[config.mk]
export PLATFORM = sky130hd
export DESIGN_NAME = multicycle_ctrl_flat
export DESIGN_NICKNAME = d
export VERILOG_FILES = /design/src/rtl/multicycle_ctrl_pkg.sv /design/src/rtl/multicycle_ctrl_if.sv /design/src/rtl/multicycle_ctrl_instr_class_decode.sv /design/src/rtl/multicycle_ctrl.sv /design/src/flat_wrapper.sv
export SDC_FILE = /design/constraint.sdc
export NUM_CORES = 1
export LEC_CHECK = 0
export ABC_AREA = 1
export CORE_MARGIN = 10
export CORE_UTILIZATION = 45
export DETAILED_ROUTE_END_ITERATION = 8
export PLACE_DENSITY = 0.85
export SYNTH_ARGS = -nofsm -noshare
export SYNTH_HDL_FRONTEND = slang
export SYNTH_SLANG_ARGS = --single-unit
[constraint.sdc]
create_clock -name clk -period 2.3 [get_ports clk]
set_input_delay 0.46 -clock clk [delete_from_list [all_inputs] [get_ports clk]]
set_output_delay 0.46 -clock clk [all_outputs]
set_load 0.01 [all_outputs]
[src/rtl/multicycle_ctrl_pkg.sv]
// multicycle_ctrl_pkg: shared codes for the multi-cycle RV32I control FSM
package multicycle_ctrl_pkg;
  localparam int ALUOPWIDTH = 3;
  typedef enum logic [2:0] {S_FETCH, S_DECODE, S_EXEC, S_MEM, S_WB, S_TRAP} state_e;
  typedef enum logic [3:0] {C_R, C_I, C_LOAD, C_STORE, C_BRANCH, C_JAL, C_JALR, C_LUI, C_AUIPC} class_e;
  localparam logic [6:0] OP_R      = 7'b0110011;
  localparam logic [6:0] OP_I      = 7'b0010011;
  localparam logic [6:0] OP_LOAD   = 7'b0000011;
  localparam logic [6:0] OP_STORE  = 7'b0100011;
  localparam logic [6:0] OP_BRANCH = 7'b1100011;
  localparam logic [6:0] OP_JAL    = 7'b1101111;
  localparam logic [6:0] OP_JALR   = 7'b1100111;
  localparam logic [6:0] OP_LUI    = 7'b0110111;
  localparam logic [6:0] OP_AUIPC  = 7'b0010111;
  localparam logic [ALUOPWIDTH-1:0] ALU_NONE   = 3'd0;
  localparam logic [ALUOPWIDTH-1:0] ALU_R      = 3'd1;
  localparam logic [ALUOPWIDTH-1:0] ALU_I      = 3'd2;
  localparam logic [ALUOPWIDTH-1:0] ALU_BRANCH = 3'd3;
  localparam logic [ALUOPWIDTH-1:0] ALU_ADD    = 3'd4;
  localparam logic [ALUOPWIDTH-1:0] ALU_JUMP   = 3'd5;
  localparam logic [ALUOPWIDTH-1:0] ALU_LUI    = 3'd6;
  localparam logic SRC_REG = 1'b0;
  localparam logic SRC_IMM = 1'b1;
  // operand1 non-register source: zero for LUI, PC for AUIPC; ALUOp tells them apart
  localparam logic SRC1_REG = 1'b0;
  localparam logic SRC1_ZPC = 1'b1;
  localparam logic PCSRC_RS1 = 1'b0;
  localparam logic PCSRC_PPC = 1'b1;
  localparam logic [1:0] PC_SEL_PC4  = 2'd0;
  localparam logic [1:0] PC_SEL_TGT  = 2'd1;
  localparam logic [1:0] PC_SEL_JALR = 2'd2;
  localparam logic [1:0] WB_SEL_ALU = 2'd0;
  localparam logic [1:0] WB_SEL_MEM = 2'd1;
  localparam logic [1:0] WB_SEL_PC4 = 2'd2;
  typedef struct packed {
    logic [ALUOPWIDTH-1:0] alu_op;
    logic                  alu_src;
    logic                  alu_src1;
    logic                  pc_src;
  } ctl_t;
  function automatic ctl_t class_ctl(class_e c);
    ctl_t t;
    t = '{alu_op: ALU_NONE, alu_src: SRC_IMM, alu_src1: SRC1_REG, pc_src: PCSRC_RS1};
    case (c)
      C_R:      begin t.alu_op = ALU_R; t.alu_src = SRC_REG; end
      C_I:      t.alu_op = ALU_I;
      C_LOAD,
      C_STORE:  t.alu_op = ALU_ADD;
      C_BRANCH: begin t.alu_op = ALU_BRANCH; t.alu_src = SRC_REG; t.pc_src = PCSRC_PPC; end
      C_JAL:    begin t.alu_op = ALU_JUMP; t.pc_src = PCSRC_PPC; end
      C_JALR:   t.alu_op = ALU_JUMP;
      C_LUI:    begin t.alu_op = ALU_LUI; t.alu_src1 = SRC1_ZPC; end
      C_AUIPC:  begin t.alu_op = ALU_ADD; t.alu_src1 = SRC1_ZPC; end
      default:  t.alu_op = ALU_NONE;
    endcase
    return t;
  endfunction
  // funct7 only matters for R-type and the immediate shifts (funct3 001/101)
  function automatic logic keeps_funct7(class_e c, logic [2:0] f3);
    return c == C_R || (c == C_I && f3[1:0] == 2'b01);
  endfunction
endpackage

[src/rtl/multicycle_ctrl_if.sv]
// multicycle_ctrl_if: ALU control, memory handshake and status bundle of the controller
interface multicycle_ctrl_if;
  import multicycle_ctrl_pkg::*;
  logic [31:0]           instr;
  logic                  imem_req;
  logic                  imem_ready;
  logic                  dmem_req;
  logic                  dmem_we;
  logic                  dmem_ready;
  logic                  zero;
  logic [ALUOPWIDTH-1:0] ALUOp;
  logic [2:0]            funct3;
  logic [6:0]            funct7;
  logic                  ALUSrc;
  logic                  ALUSrc1;
  logic                  PCSrc;
  logic                  ir_write;
  logic                  pc_write;
  logic [1:0]            pc_sel;
  logic                  reg_write;
  logic [1:0]            wb_sel;
  logic                  retired;
  logic [31:0]           instret;
  logic                  illegal;
  logic                  timeout;
  modport master (
    input  instr, imem_ready, dmem_ready, zero,
    output imem_req, dmem_req, dmem_we, ALUOp, funct3, funct7, ALUSrc, ALUSrc1, PCSrc,
           ir_write, pc_write, pc_sel, reg_write, wb_sel, retired, instret, illegal, timeout
  );
  modport slave (
    output instr, imem_ready, dmem_ready, zero,
    input  imem_req, dmem_req, dmem_we, ALUOp, funct3, funct7, ALUSrc, ALUSrc1, PCSrc,
           ir_write, pc_write, pc_sel, reg_write, wb_sel, retired, instret, illegal, timeout
  );
endinterface

[src/rtl/multicycle_ctrl_instr_class_decode.sv]
// multicycle_ctrl_instr_class_decode: RV32I opcode to instruction class, flags unsupported opcodes
module multicycle_ctrl_instr_class_decode
  import multicycle_ctrl_pkg::*;
(
  input  logic [6:0] opcode,
  output class_e     cls,
  output logic       illegal
);
  // opcode lookup; anything unlisted is illegal
  always_comb begin
    cls = C_R;
    illegal = 1'b0;
    case (opcode)
      OP_R:      cls = C_R;
      OP_I:      cls = C_I;
      OP_LOAD:   cls = C_LOAD;
      OP_STORE:  cls = C_STORE;
      OP_BRANCH: cls = C_BRANCH;
      OP_JAL:    cls = C_JAL;
      OP_JALR:   cls = C_JALR;
      OP_LUI:    cls = C_LUI;
      OP_AUIPC:  cls = C_AUIPC;
      default:   illegal = 1'b1;
    endcase
  end
endmodule

[src/rtl/multicycle_ctrl.sv]
// multicycle_ctrl: FETCH/DECODE/EXEC/MEM/WB sequencer issuing ALU controls and memory handshakes
module multicycle_ctrl
  import multicycle_ctrl_pkg::*;
#(
  parameter int MEM_TIMEOUT = 255
) (
  input logic               clk,
  input logic               rst,
  multicycle_ctrl_if.master bus
);
  localparam logic [15:0] LIMIT = 16'(MEM_TIMEOUT - 1);
  state_e      state_q, state_d;
  class_e      cls_q, cls_d, dec_cls;
  logic        dec_illegal;
  logic [2:0]  f3_q, f3_d;
  logic [6:0]  f7_q, f7_d;
  logic [15:0] wcnt_q, wcnt_d;
  logic [31:0] instret_q, instret_d;
  logic        illegal_q, illegal_d, timeout_q, timeout_d;
  logic        ready;
  logic        unused_instr;
  ctl_t        ctl;

  multicycle_ctrl_instr_class_decode u_dec (
    .opcode (bus.instr[6:0]),
    .cls    (dec_cls),
    .illegal(dec_illegal)
  );

  assign ctl = class_ctl(cls_q);
  assign ready = state_q == S_MEM ? bus.dmem_ready : bus.imem_ready;
  assign instret_d = instret_q + {31'd0, bus.retired};
  assign unused_instr = ^{bus.instr[24:15], bus.instr[11:7]};
  assign bus.instret = rst ? '0 : instret_q;
  assign bus.illegal = rst ? 1'b0 : illegal_q;
  assign bus.timeout = rst ? 1'b0 : timeout_q;

  // next state, wait counter and Moore controls; everything forced low while rst is high
  always_comb begin
    state_d = state_q;
    cls_d = cls_q;
    f3_d = f3_q;
    f7_d = f7_q;
    wcnt_d = '0;
    illegal_d = illegal_q;
    timeout_d = timeout_q;
    bus.imem_req = 1'b0;
    bus.dmem_req = 1'b0;
    bus.dmem_we = 1'b0;
    bus.ir_write = 1'b0;
    bus.pc_write = 1'b0;
    bus.pc_sel = PC_SEL_PC4;
    bus.reg_write = 1'b0;
    bus.wb_sel = WB_SEL_ALU;
    bus.retired = 1'b0;
    bus.ALUOp = ALU_NONE;
    bus.funct3 = '0;
    bus.funct7 = '0;
    bus.ALUSrc = SRC_REG;
    bus.ALUSrc1 = SRC1_REG;
    bus.PCSrc = PCSRC_RS1;
    if (!rst) begin
      if (state_q inside {S_EXEC, S_MEM, S_WB}) begin
        bus.ALUOp = ctl.alu_op;
        bus.ALUSrc = ctl.alu_src;
        bus.ALUSrc1 = ctl.alu_src1;
        bus.PCSrc = ctl.pc_src;
        bus.funct3 = f3_q;
        bus.funct7 = f7_q;
      end
      if ((state_q == S_FETCH || state_q == S_MEM) && !ready) begin
        wcnt_d = wcnt_q + 16'd1;
        if (wcnt_q == LIMIT) begin
          state_d = S_TRAP;
          timeout_d = 1'b1;
        end
      end
      case (state_q)
        S_FETCH: begin
          bus.imem_req = 1'b1;
          bus.ir_write = ready;
          if (ready) state_d = S_DECODE;
        end
        S_DECODE: begin
          cls_d = dec_cls;
          f3_d = bus.instr[14:12];
          f7_d = keeps_funct7(dec_cls, bus.instr[14:12]) ? bus.instr[31:25] : '0;
          state_d = dec_illegal ? S_TRAP : S_EXEC;
          illegal_d = dec_illegal;
        end
        S_EXEC: begin
          bus.pc_write = cls_q == C_BRANCH;
          bus.retired = cls_q == C_BRANCH;
          bus.pc_sel = (cls_q == C_BRANCH && bus.zero) ? PC_SEL_TGT : PC_SEL_PC4;
          state_d = cls_q == C_BRANCH ? S_FETCH : (cls_q inside {C_LOAD, C_STORE}) ? S_MEM : S_WB;
        end
        S_MEM: begin
          bus.dmem_req = 1'b1;
          bus.dmem_we = cls_q == C_STORE;
          bus.pc_write = ready && cls_q == C_STORE;
          bus.retired = ready && cls_q == C_STORE;
          if (ready) state_d = cls_q == C_STORE ? S_FETCH : S_WB;
        end
        S_WB: begin
          bus.reg_write = 1'b1;
          bus.pc_write = 1'b1;
          bus.retired = 1'b1;
          bus.wb_sel = cls_q == C_LOAD ? WB_SEL_MEM : (cls_q inside {C_JAL, C_JALR}) ? WB_SEL_PC4 : WB_SEL_ALU;
          bus.pc_sel = cls_q == C_JAL ? PC_SEL_TGT : cls_q == C_JALR ? PC_SEL_JALR : PC_SEL_PC4;
          state_d = S_FETCH;
        end
        default: ;
      endcase
    end
  end

  // state, latched instruction fields, wait counter, retire count and sticky faults
  always_ff @(posedge clk) begin
    if (rst) begin
      state_q <= S_FETCH;
      cls_q <= C_R;
      f3_q <= '0;
      f7_q <= '0;
      wcnt_q <= '0;
      instret_q <= '0;
      illegal_q <= 1'b0;
      timeout_q <= 1'b0;
    end else begin
      state_q <= state_d;
      cls_q <= cls_d;
      f3_q <= f3_d;
      f7_q <= f7_d;
      wcnt_q <= wcnt_d;
      instret_q <= instret_d;
      illegal_q <= illegal_d;
      timeout_q <= timeout_d;
    end
  end
endmodule
[src/flat_wrapper.sv]
// flat-port wrapper written by rule: the top's interface ports become plain ports
module multicycle_ctrl_flat import multicycle_ctrl_pkg::*;
#(
  parameter int MEM_TIMEOUT = 255
)
  (clk, rst, bus_instr, bus_imem_ready, bus_dmem_ready, bus_zero, bus_imem_req, bus_dmem_req, bus_dmem_we, bus_ALUOp, bus_funct3, bus_funct7, bus_ALUSrc, bus_ALUSrc1, bus_PCSrc, bus_ir_write, bus_pc_write, bus_pc_sel, bus_reg_write, bus_wb_sel, bus_retired, bus_instret, bus_illegal, bus_timeout);
  multicycle_ctrl_if bus_i ();
  input logic clk;
  input logic rst;
  input wire logic [$bits(bus_i.instr)-1:0] bus_instr;
  input wire logic [$bits(bus_i.imem_ready)-1:0] bus_imem_ready;
  input wire logic [$bits(bus_i.dmem_ready)-1:0] bus_dmem_ready;
  input wire logic [$bits(bus_i.zero)-1:0] bus_zero;
  output wire logic [$bits(bus_i.imem_req)-1:0] bus_imem_req;
  output wire logic [$bits(bus_i.dmem_req)-1:0] bus_dmem_req;
  output wire logic [$bits(bus_i.dmem_we)-1:0] bus_dmem_we;
  output wire logic [$bits(bus_i.ALUOp)-1:0] bus_ALUOp;
  output wire logic [$bits(bus_i.funct3)-1:0] bus_funct3;
  output wire logic [$bits(bus_i.funct7)-1:0] bus_funct7;
  output wire logic [$bits(bus_i.ALUSrc)-1:0] bus_ALUSrc;
  output wire logic [$bits(bus_i.ALUSrc1)-1:0] bus_ALUSrc1;
  output wire logic [$bits(bus_i.PCSrc)-1:0] bus_PCSrc;
  output wire logic [$bits(bus_i.ir_write)-1:0] bus_ir_write;
  output wire logic [$bits(bus_i.pc_write)-1:0] bus_pc_write;
  output wire logic [$bits(bus_i.pc_sel)-1:0] bus_pc_sel;
  output wire logic [$bits(bus_i.reg_write)-1:0] bus_reg_write;
  output wire logic [$bits(bus_i.wb_sel)-1:0] bus_wb_sel;
  output wire logic [$bits(bus_i.retired)-1:0] bus_retired;
  output wire logic [$bits(bus_i.instret)-1:0] bus_instret;
  output wire logic [$bits(bus_i.illegal)-1:0] bus_illegal;
  output wire logic [$bits(bus_i.timeout)-1:0] bus_timeout;
  assign bus_i.instr = bus_instr;
  assign bus_i.imem_ready = bus_imem_ready;
  assign bus_i.dmem_ready = bus_dmem_ready;
  assign bus_i.zero = bus_zero;
  assign bus_imem_req = bus_i.imem_req;
  assign bus_dmem_req = bus_i.dmem_req;
  assign bus_dmem_we = bus_i.dmem_we;
  assign bus_ALUOp = bus_i.ALUOp;
  assign bus_funct3 = bus_i.funct3;
  assign bus_funct7 = bus_i.funct7;
  assign bus_ALUSrc = bus_i.ALUSrc;
  assign bus_ALUSrc1 = bus_i.ALUSrc1;
  assign bus_PCSrc = bus_i.PCSrc;
  assign bus_ir_write = bus_i.ir_write;
  assign bus_pc_write = bus_i.pc_write;
  assign bus_pc_sel = bus_i.pc_sel;
  assign bus_reg_write = bus_i.reg_write;
  assign bus_wb_sel = bus_i.wb_sel;
  assign bus_retired = bus_i.retired;
  assign bus_instret = bus_i.instret;
  assign bus_illegal = bus_i.illegal;
  assign bus_timeout = bus_i.timeout;
  multicycle_ctrl #(.MEM_TIMEOUT(MEM_TIMEOUT)) u_core (.clk(clk), .rst(rst), .bus(bus_i));
endmodule
-- After elaboration in Yosys (flattened, before gate mapping)
Index checks and enable logic that the tools add are counted.
W data, S select, Z words.
- equality and inequality tests: 24
- reductions and logical operators: 21
- bitwise gates (word level): 1
- muxes and demuxes: 53
- $add $sub $neg: 2
- operators with widths (cell ; count):
    $mux W3 ; 12
    $add A32 B1 Y32 ; 1
    $mux W32 ; 1
    $pmux W4 S8 ; 1
    $mux W1 ; 25
    $eq A7 B6 Y1 const B ; 3
    $eq A7 B7 Y1 const B ; 3
    $mux W7 ; 3
    $pmux W3 S6 ; 1
    $add A16 B1 Y16 const B ; 1
    $eq A16 B8 Y1 const B ; 1
    $eq A4 B3 Y1 const B ; 4
    $pmux W3 S5 ; 1
    $eq A7 B5 Y1 const B ; 2
    $mux W2 ; 7
    $reduce_or A2 Y1 ; 5
    $reduce_or A9 Y1 ; 1
    $eq A4 B1 Y1 const B ; 2
    $eq A4 B2 Y1 const B ; 2
    $logic_not A4 Y1 ; 2
    $eq A7 B2 Y1 const B ; 1
    $eq A3 B2 Y1 const B ; 2
    $eq A4 B4 Y1 const B ; 1
    $logic_and A1 B1 Y1 ; 4
    other kinds (13) ; 15
- output and inout bits: 61
- register bits: 67
- logic and storage cells: 109
- input port bits: 37

-- Logic depth before layout (Yosys ltp)
- depth in word-level cells: 7
- depth in mapped cells: 19
- depth with buffers taken out: 19

-- Hierarchy
A second synthesis with hierarchy kept.
- cells, all modules: 643
- area, all modules: 4020.1 µm²
- modules (own cells, without submodules) (module ; cells each ; times used ; area an instance (µm²) ; sequential area each (µm²)):
    multicycle_ctrl ; 606 ; 1 ; 3848.7 ; 1341.3
    multicycle_ctrl_instr_class_decode ; 37 ; 1 ; 171.4 ; 0.0

-- Least setup slack after synthesis
No wires, ideal clock.
- path kind: input-to-reg
- from: input port rst
- to: register u_core.instret_q[16]
- required time: 2.168 ns
- path slack: 0.062 ns
- setup time: 0.132 ns
- stages: 13
- path buffers: 2
- data arrival time: 2.106 ns
- cells stage by stage: buf_2 inv_1 clkbuf_1 nand2_1 inv_1 ha_1 nand2_1 nor2_2 nand2_1 nor2_2 inv_1 o21ai_0 a21oi_1
- cells in the longest elaborated chain, start to end: 2
- RTL lines (element ; RTL line ; RTL):
    from (decl) ; flat_wrapper.sv:9 ; input logic rst;
    $mux W1 ; -- ;
    net bus_pc_write ; flat_wrapper.sv:24 ; output wire logic [$bits(bus_i.pc_write)-1:0] bus_pc_write;
    $add A32 B1 Y32 ; multicycle_ctrl.sv:32 ; assign instret_d = instret_q + {31'd0, bus.retired};
    to (signal assigned) ; multicycle_ctrl.sv:134 ; instret_q <= instret_d;
    to (decl) ; multicycle_ctrl.sv:18 ; logic [31:0] instret_q, instret_d;
The timed path passes the listed nets, and every way through them passes these cells.
A chain may end at the register's enable or synchronous reset.

-- Final worst setup path
- from: register u_core.state_q[2]
- to: output port bus_dmem_req
- cells in the longest elaborated chain, start to end: 3
- RTL lines (element ; RTL line ; RTL):
    from (decl) ; multicycle_ctrl.sv:12 ; state_e state_q, state_d;
    from (signal assigned) ; multicycle_ctrl.sv:129 ; state_q <= state_d;
    $eq A3 B2 Y1 ; multicycle_ctrl.sv:78 ; case (state_q)
    $mux W1 ; multicycle_ctrl.sv:78 ;
    $mux W1 ; multicycle_ctrl.sv:62 ; if (!rst) begin
    to (decl) ; flat_wrapper.sv:15 ; output wire logic [$bits(bus_i.dmem_req)-1:0] bus_dmem_req;
No other way between the ends.

==> results.ini <==
[status]
status=finished, final reports clean

[final_layout]
area_growth_pct=34.1
final_cells=883
drive_gt1_frac=0.155
seq_area_mm2=0.00135
fillers=800
multi_input_comb_area_mm2=0.00217
nets=813

[detailed_routing]
ant_nets=0
drt-pass1-iter-count=5
drt-total-wl_um=11800
drt_iter0_markers=322
post-route-drc-count=0
wl_met3_um=757
routedWlPerCell_um=13.4
vias=4491
drt-met1-wl_um=4780
top_layer=met4
via_per_inst=5.09
dr_wl_met2_um=6010

[placement]
gp_congestion=0.937
portBuffers=82
dp_cells=865
dpl.hpwl_um=9300

[sta]
setup-tns-final_ps=0
finalClockSkew_ps=8.53
finalCritPeriodShare=0.974
rsz0062_at_grt=yes
setup_viol=0
max_freq_mhz=447
final_hold_viol_count=0
slew_headroom=0.705
fin_crit_ps=2240
drv_slew=0
tightest_slew_ps=440

[critical_path]
cpPeakStageDelay_ps=530
endpoint_kind=output port
cp.required_ps=1840
crit_top_cell=inv_2
critPathArrivalTime_ps=1780
cp-start-kind=flop
crit_fanout=3
crit_slowest_cell=clkdlybuf4s50_1
path_class=flop to output port
crit_path_cell_trace=inv_2 -> nand2_2 -> nor2_4 -> inv_2 -> nor2_2 -> buf_4 -> clkdlybuf4s50_1
r2r_slack_ps=140

[global_route]
grt_pass1_wl_um=19700
grt_pass1_vias=4432
gr-total-overflow=0
grt_max_degree=60
track_usage=0.180
antenna_found_initial=1

[floorplanning]
num_rows=34
core_mm2=0.00864
fp.dieH_um=114
io-pin-count=98
die_width_um=114
initial_core_util=0.459
die_area_mm2=0.0130

[flow_run]
drv_cap=0

[clock_network]
cts_tree=done
cts_root_buf=clkbuf_8
postCtsHoldBufs=0
clock_path_buffers=2
cts_buffers=9
clkSlewWorstSetupHoldPaths_ps=70
clock-sinks=67
clk_latency_ps=340
htreeDepth=3

[worst_hold_path]
hold_class=flop to flop

[synth]
ys_seq_area_frac=0.338
synth_edf_count=0
synthFlopType=dfxtp_1
yosysMostFrequentCell=nand2_1
synth_cell_types=31
synth.avg_cell_area_um2=6.06
yosys-top-cells-count=nand2_1 (136), nor2_1 (126), inv_1 (108)
synth_top_cells_by_area=dfxtp_1 (34%), nand2_1 (13%), nor2_1 (12%)
syn-cell-area_mm2=0.00396
synthCells=654
synth_top_area_frac=0.338
synth_warnings=0
synth_nets=695
synth_seq_cells=67
async_flop_share=0
synth_top_area_cell=dfxtp_1

[power]
power.leakage_nw=2.07
peakVddDrop_uv=237
p_per_area_mw_per_mm2=482

kinds of logic (layout without fill, tap and decap cells):
| family | after synthesis | in the layout | synth area share |
|---|---|---|---|
| flops | 67 | 67 | 0.338 |
| buf+inv | 133 | 253 | 0.132 |
| other cells | 0 | 1 | 0 |
| simple gates | 355 | 355 | 0.379 |
| fa+ha+maj | 4 | 4 | 0.0126 |
| compound gates | 87 | 87 | 0.120 |
| xor+xnor | 8 | 8 | 0.0177 |
registers in the layout, summed over array words and instances (netlist names):
name	cells
u_core.cls_q	4
u_core.f3_q	3
u_core.f7_q	7
u_core.illegal_q	1
u_core.instret_q	32
u_core.state_q	3
u_core.timeout_q	1
u_core.wcnt_q	16
power breakdown:
| group | internal (mW) | total, mW | switching [mW] |
|---|---|---|---|
| Combinational | 0.197 | 0.480 | 0.283 |
| Clock | 0.399 | 0.835 | 0.436 |
| Sequential | 1.21 | 1.24 | 0.0354 |
| Total | 1.80 | 2.56 | 0.754 |
worst paths after layout:
kind,cells past startpoint,end,startpoint
max,7,bus_dmem_req,u_core.state_q[2]
min,2,u_core.f3_q[0],u_core.f3_q[0]
max reg2reg,16,u_core.instret_q[16],u_core.state_q[2]
min reg2reg,2,u_core.f3_q[0],u_core.f3_q[0]
through the flow:
stage               instance area [um^2]  hold slack (ps)  worst slack (ps)  total power [mW]   util
finish                              5310              459              60.9              2.56  0.615
global route                        5310              491             -11.2              2.68  0.615
floorplan                           3960              430              61.8              1.55      -
detailed placement                  5120              451              -366              1.74  0.593
global placement                    5120              445              -300              1.72  0.593
CTS                                 5290              462             -8.19              2.56  0.613
layer usage:
layer  vias to the layer above  track usage
li1                       2274            -
met1                      2049        0.197
met2                       145        0.321
met3                        23       0.0404
met4                         0       0.0835
met5                         -            0
final cells by class:
class,instances,share of cell area
timing repair buffer,124,0.200
antenna,1,0.000471
tap,108,0.0254
sequential,67,0.253
multi-input combinational,454,0.409
clock buffer,10,0.0259
inverter,116,0.0824
clock inverter,3,0.00330
timing repair:
item / in CTS / in global routing
endpoints found under the setup margin: 38 / 38
resized for setup: 42 / 50
gates cloned: 0 / 0
pin swaps: 2 / 5
buffers inserted: 2 / 2
hold endpoints to repair: 0 / 0
layout by cell type, fill, tap and decap left out, drive strengths merged:
cell type        n
nor2           136
buf             44
inv            116
nor3            25
nor3b            1
o21ai           23
dlygate4sd2      9
clkbuf          23
dfxtp           67
clkdlybuf4s50   55
o211ai           1
nand2          138
xor2             7
clkinv           2
o21a             2
nand3           40
nand4           13
nor4             1
ha               4
clkdlybuf4s15    3
or2              1
xnor2            1
diode            1
a31oi            3
clkinvlp         1
a311oi           1
a21oi           57
critical path, delay by kind of cell (launching register included):
kind | cells | cell delay, ps
and+or+nand+nor | 3 | 320
DFF | 1 | 330
buffers and inverters | 4 | 800
Power figures use the tool's default switching activity.
==> edit 1, RTL diff (same flow settings) <==
Make the reset (`rst`) asynchronous in one clocked block.
--- a/src/rtl/multicycle_ctrl.sv
+++ b/src/rtl/multicycle_ctrl.sv
@@ -115,7 +115,7 @@
   end
 
   // state, latched instruction fields, wait counter, retire count and sticky faults
-  always_ff @(posedge clk) begin
+  always_ff @(posedge clk or posedge rst) begin
     if (rst) begin
       state_q <= S_FETCH;
       cls_q <= C_R;
Check against the original RTL: no difference found for any inputs over 10 cycles, from zero or initial values and one cycle with rst high; that may be too few to reach the edited logic, so the function may still have changed.
==> edit 1 against the unedited design <==
The flow now finishes with violations (setup timing); worst setup slack lost 0.21 ns; sequential cell count is the same; worst hold slack is essentially flat; area after synthesis grew 4.1%; cell area grew 7.7%; routed wire length grew 7.6%; final cell count shrank 9.2%; critical path type is now reg2reg; critical endpoint is now u_core.instret_q[26]; largest cell class unchanged; highest routed layer unchanged.
Power is not compared: it rests on default switching activity, and its combinational part moved more than twofold at a synthesized area within 25%.
==> edit 1: results (changes against the unedited design) <==
* Largest net degree at the start of global routing at 70 (+17%)
* Drt total wl at 12700 microns (+7.6%)
* Layout fillers at 657 (-18%)
* FF-to-FF End: u_core.instret_q[26]
* Gpl congestion at 0.958 (+2.2%)
* Status: complete, but fails checks
* Final Worst Setup Slack at -0.153 ns (-0.213 ns)
* # setup viols final at 21 (+21)
* Layout cells sized above 1 at 22.0% (+6.5 points)
* Routed wl met3 at 895 microns (+18%)
* HP Start: u_core.timeout_q
* Final nets at 730 (-10%)
* Via Count at 4290 (-4.5%)
* Invs w/o clock at 105 (-9.5%)
* Post-detail-place hpwl at 8500 microns (-8.6%)
* Asr flop ratio synth at 100% (+100 points)
* Final non-clock buffer share at 19.1% (-0.89 points)
* Sequential share of the synthesized area at 40.6% (+6.8 points)
* Met1 usage at 20.0% (+0.31 points)
* Met1 WL at 4950 microns (+3.5%)
* R2R cell count at 13 (-3)
* Fraction of area in multi-input gates at 38.2% (-2.7 points)
* First-pass DRT Iterations at 6 (+1)
* Min-Delay Endpoint: u_core.timeout_q
* Relative slew slack at 43.6% (-27 points)
* Yosys cell types at 44 (+42%)
* Failing checks: setup timing
* Vias in the first global route at 4366 (-1.5%)
## edit 1: cell count changes in the layout (fill, tap and decap cells not counted), moves of 8 or more
| cell | unedited run | this run |
|---|---|---|
| dfrtp_1 | 0 | 66 |
| dfxtp_1 | 65 | 0 |
| nand2_1 | 134 | 85 |
| a21oi_1 | 50 | 12 |
| nor2_1 | 120 | 97 |
| xor2_1 | 7 | 26 |
| inv_1 | 104 | 93 |
| nor2_4 | 8 | 16 |
| nor3_1 | 22 | 14 |
## edit 1: timing repair
| action | 4_1_cts | 5_1_grt |
|---|---|---|
| cloned | 0 | 0 |
| hold buffers | 0 | 0 |
| pin swaps | 9 | 11 |
| setup endpoints to repair | 47 | 50 |
| resized for setup | 74 | 54 |
| setup buffers | 12 | 8 |
## edit 1: cells by family after synthesis
| group | Yosys count | synth area share (%) |
|---|---|---|
| flip-flops | 67 | 40.6 |
| AND/OR/NAND/NOR | 295 | 33.8 |
| buffers and inverters | 116 | 11.3 |
| AO/OA/AOI/OAI | 49 | 7.13 |
| XOR/XNOR | 28 | 5.94 |
| adder cells (fa/ha/maj) | 4 | 1.21 |
## edit 1: through the flow
step                power (mW)  setup slack [ns]  instances  instance area [sq um]  hold slack, ns
floorplan                 2.31            -0.282        559                   4160           0.422
global placement          2.91            -0.316        768                   5270           0.438
detailed placement        2.97            -0.326        768                   5270           0.444
CTS                       4.14           -0.0555        796                   5650           0.461
global route              4.52            -0.211        802                   5720           0.496
finish                    4.27            -0.153        802                   5720           0.459
## edit 1: critical path: cells and delay by family, from the launching register on
kind | cells | cell delay [ns]
compound gates | 1 | 0.20
xor+xnor | 1 | 0.17
fa+ha+maj | 1 | 0.16
buf+inv | 2 | 0.20
flops | 1 | 0.42
simple gates | 8 | 1.17
==> edit 2, RTL diff (same settings) <==
Without the edit above. The package constant `ALUOPWIDTH` goes from 3 to 6.
--- a/src/rtl/multicycle_ctrl_pkg.sv
+++ b/src/rtl/multicycle_ctrl_pkg.sv
@@ -1,6 +1,6 @@
 // multicycle_ctrl_pkg: shared codes for the multi-cycle RV32I control FSM
 package multicycle_ctrl_pkg;
-  localparam int ALUOPWIDTH = 3;
+  localparam int ALUOPWIDTH = 6;
   typedef enum logic [2:0] {S_FETCH, S_DECODE, S_EXEC, S_MEM, S_WB, S_TRAP} state_e;
   typedef enum logic [3:0] {C_R, C_I, C_LOAD, C_STORE, C_BRANCH, C_JAL, C_JALR, C_LUI, C_AUIPC} class_e;
   localparam logic [6:0] OP_R      = 7'b0110011;
Ports: changed (resized bus_ALUOp); port bits go from 98 to 101. The function was not compared with the original's and may differ.
==> edit 2 against the unedited design <==
Cell area is 0.35% higher; non-clock buffer count fell by 5; worst setup slack improved by 0.0091 ns; final cell count is the same; first-iteration DRC count down 3.7%; total power rose by 7.6%; die area increased by 0.55%; critical path depth did not move; routed wire length is 5.0% higher; area after synthesis is 0.66% higher; sequential cell count unchanged; maximum frequency grew 0.41%; worst hold slack got worse by 0.059 ns.
==> edit 2: results (changes against the unedited design) <==
* Switching share of power at 29.7% (+0.26 points)
* Comb power at 0.488 mW (+2%)
* Final nets at 811 (-0.25%)
* Post-detail-place hpwl at 9510 microns (+2.3%)
* Layout cells sized above 1 at 15.6% (+0.11 points)
* Asr flop ratio synth at 0% (unchanged)
* Clock-net power at 1.01 mW (+21%)
* Peak supply drop at 0.313 mV (+32%)
* Clk slew on worst S/H paths at 0.08 ns
* Yosys cell types at 32 (+3.2%)
* Syn avg cell area at 6.06 sq um (about the same)
* Hold WC Path Type: in2reg
* Synth cell count leaders: nand2_1 (136), nor2_1 (126), inv_1 (108)
* # diodes at 0 (-1)
* Pre-CTS setup slack at -0.329 ns (+0.0371 ns)
* Crit path max-delay cell type: dfxtp_1
* Vias in the first global route at 4575 (+3.2%)
* DP Area at 5080 sq um (-0.90%)
* Total GRT Usage at 18.5% (+0.55 points)
* Placed Cells at 862 (-0.35%)
* R2R Path Start: u_core.cls_q[0]
* Setup crit end: bus_ALUOp[1]
* Starting DRT DRC Count at 310 (-3.7%)
* Flop2flop setup slack at 0.10 ns (-0.04 ns)
* Worst Setup SP: u_core.state_q[0]
* Leak at 2.10 nW (+1.7%)
* Final Worst Setup Slack at 0.0700 ns (+0.00914 ns)
* Main synth FF type: dfxtp_1
* Vias per cell at 5.14 (+1.1%)
* HP Start: rst
* Layout fillers at 810 (+1.3%)
* Crit-path max cell delay at 0.34 ns (-0.19 ns)
* Status: finished clean
* FF-to-FF End: u_core.instret_q[31]
* Sequential share of the synthesized area at 33.6% (-0.22 points)
* First-pass GRT wire length at 20500 microns (+3.9%)
* Skew final at 0.00892 ns (+0.000390 ns)
* Drt total wl at 12400 microns (+5.0%)
* Minimum hold slack at 0.400 ns (-0.0586 ns)
* Via Count at 4542 (+1.1%)
* Gpl congestion at 0.922 (-1.7%)
* Largest net degree at the start of global routing at 38 (-37%)
* Tot Pwr at 2.75 mW (+7.6%)
* Worst hold path cell count at 2 (unchanged)
* Initial antenna violation count at 0 (-1)
* Synth warn at 0 (unchanged)
* R2R cell count at 12 (-4)
* Area contributors post-synth: dfxtp_1 (34%), nand2_1 (13%), nor2_1 (12%), inv_1 (10%), a21oi_1 (6.4%)
* Min-Delay Endpoint: u_core.timeout_q
edit 2: timing repair:
item	4_1_cts	5_1_grt
gates resized for setup	39	66
setup buffers	1	4
pin swaps	1	7
endpoints found under the setup margin	29	73
edit 2: layout make-up:
cell class,instances,area [sq um],area share [%]
clock buffer,10,138,2.58
clock inverter,6,65.1,1.22
inverter,116,440,8.26
multi-input combinational,457,2210,41.5
sequential,67,1340,25.2
tap,108,135,2.53
timing repair buffer,119,1000,18.7
edit 2: metal layers:
| layer | vias to the layer above | global-route usage (%) | share of wire [%] |
|---|---|---|---|
| met5 | - | 0 | 0 |
| met4 | 0 | 7.18 | 2.3 |
| met3 | 26 | 3.83 | 6.7 |
| met2 | 175 | 33.1 | 50 |
| met1 | 2072 | 21.0 | 41 |
| li1 | 2269 | - | - |
edit 2: logic make-up after synthesis:
logic type      Yosys count  synth area share (%)
xor+xnor                  8                  1.76
fa+ha+maj                 4                  1.25
compound gates           87                  12.0
flops                    67                  33.6
buf+inv                 136                  13.7
simple gates            355                  37.6
other cells               1                0.0940
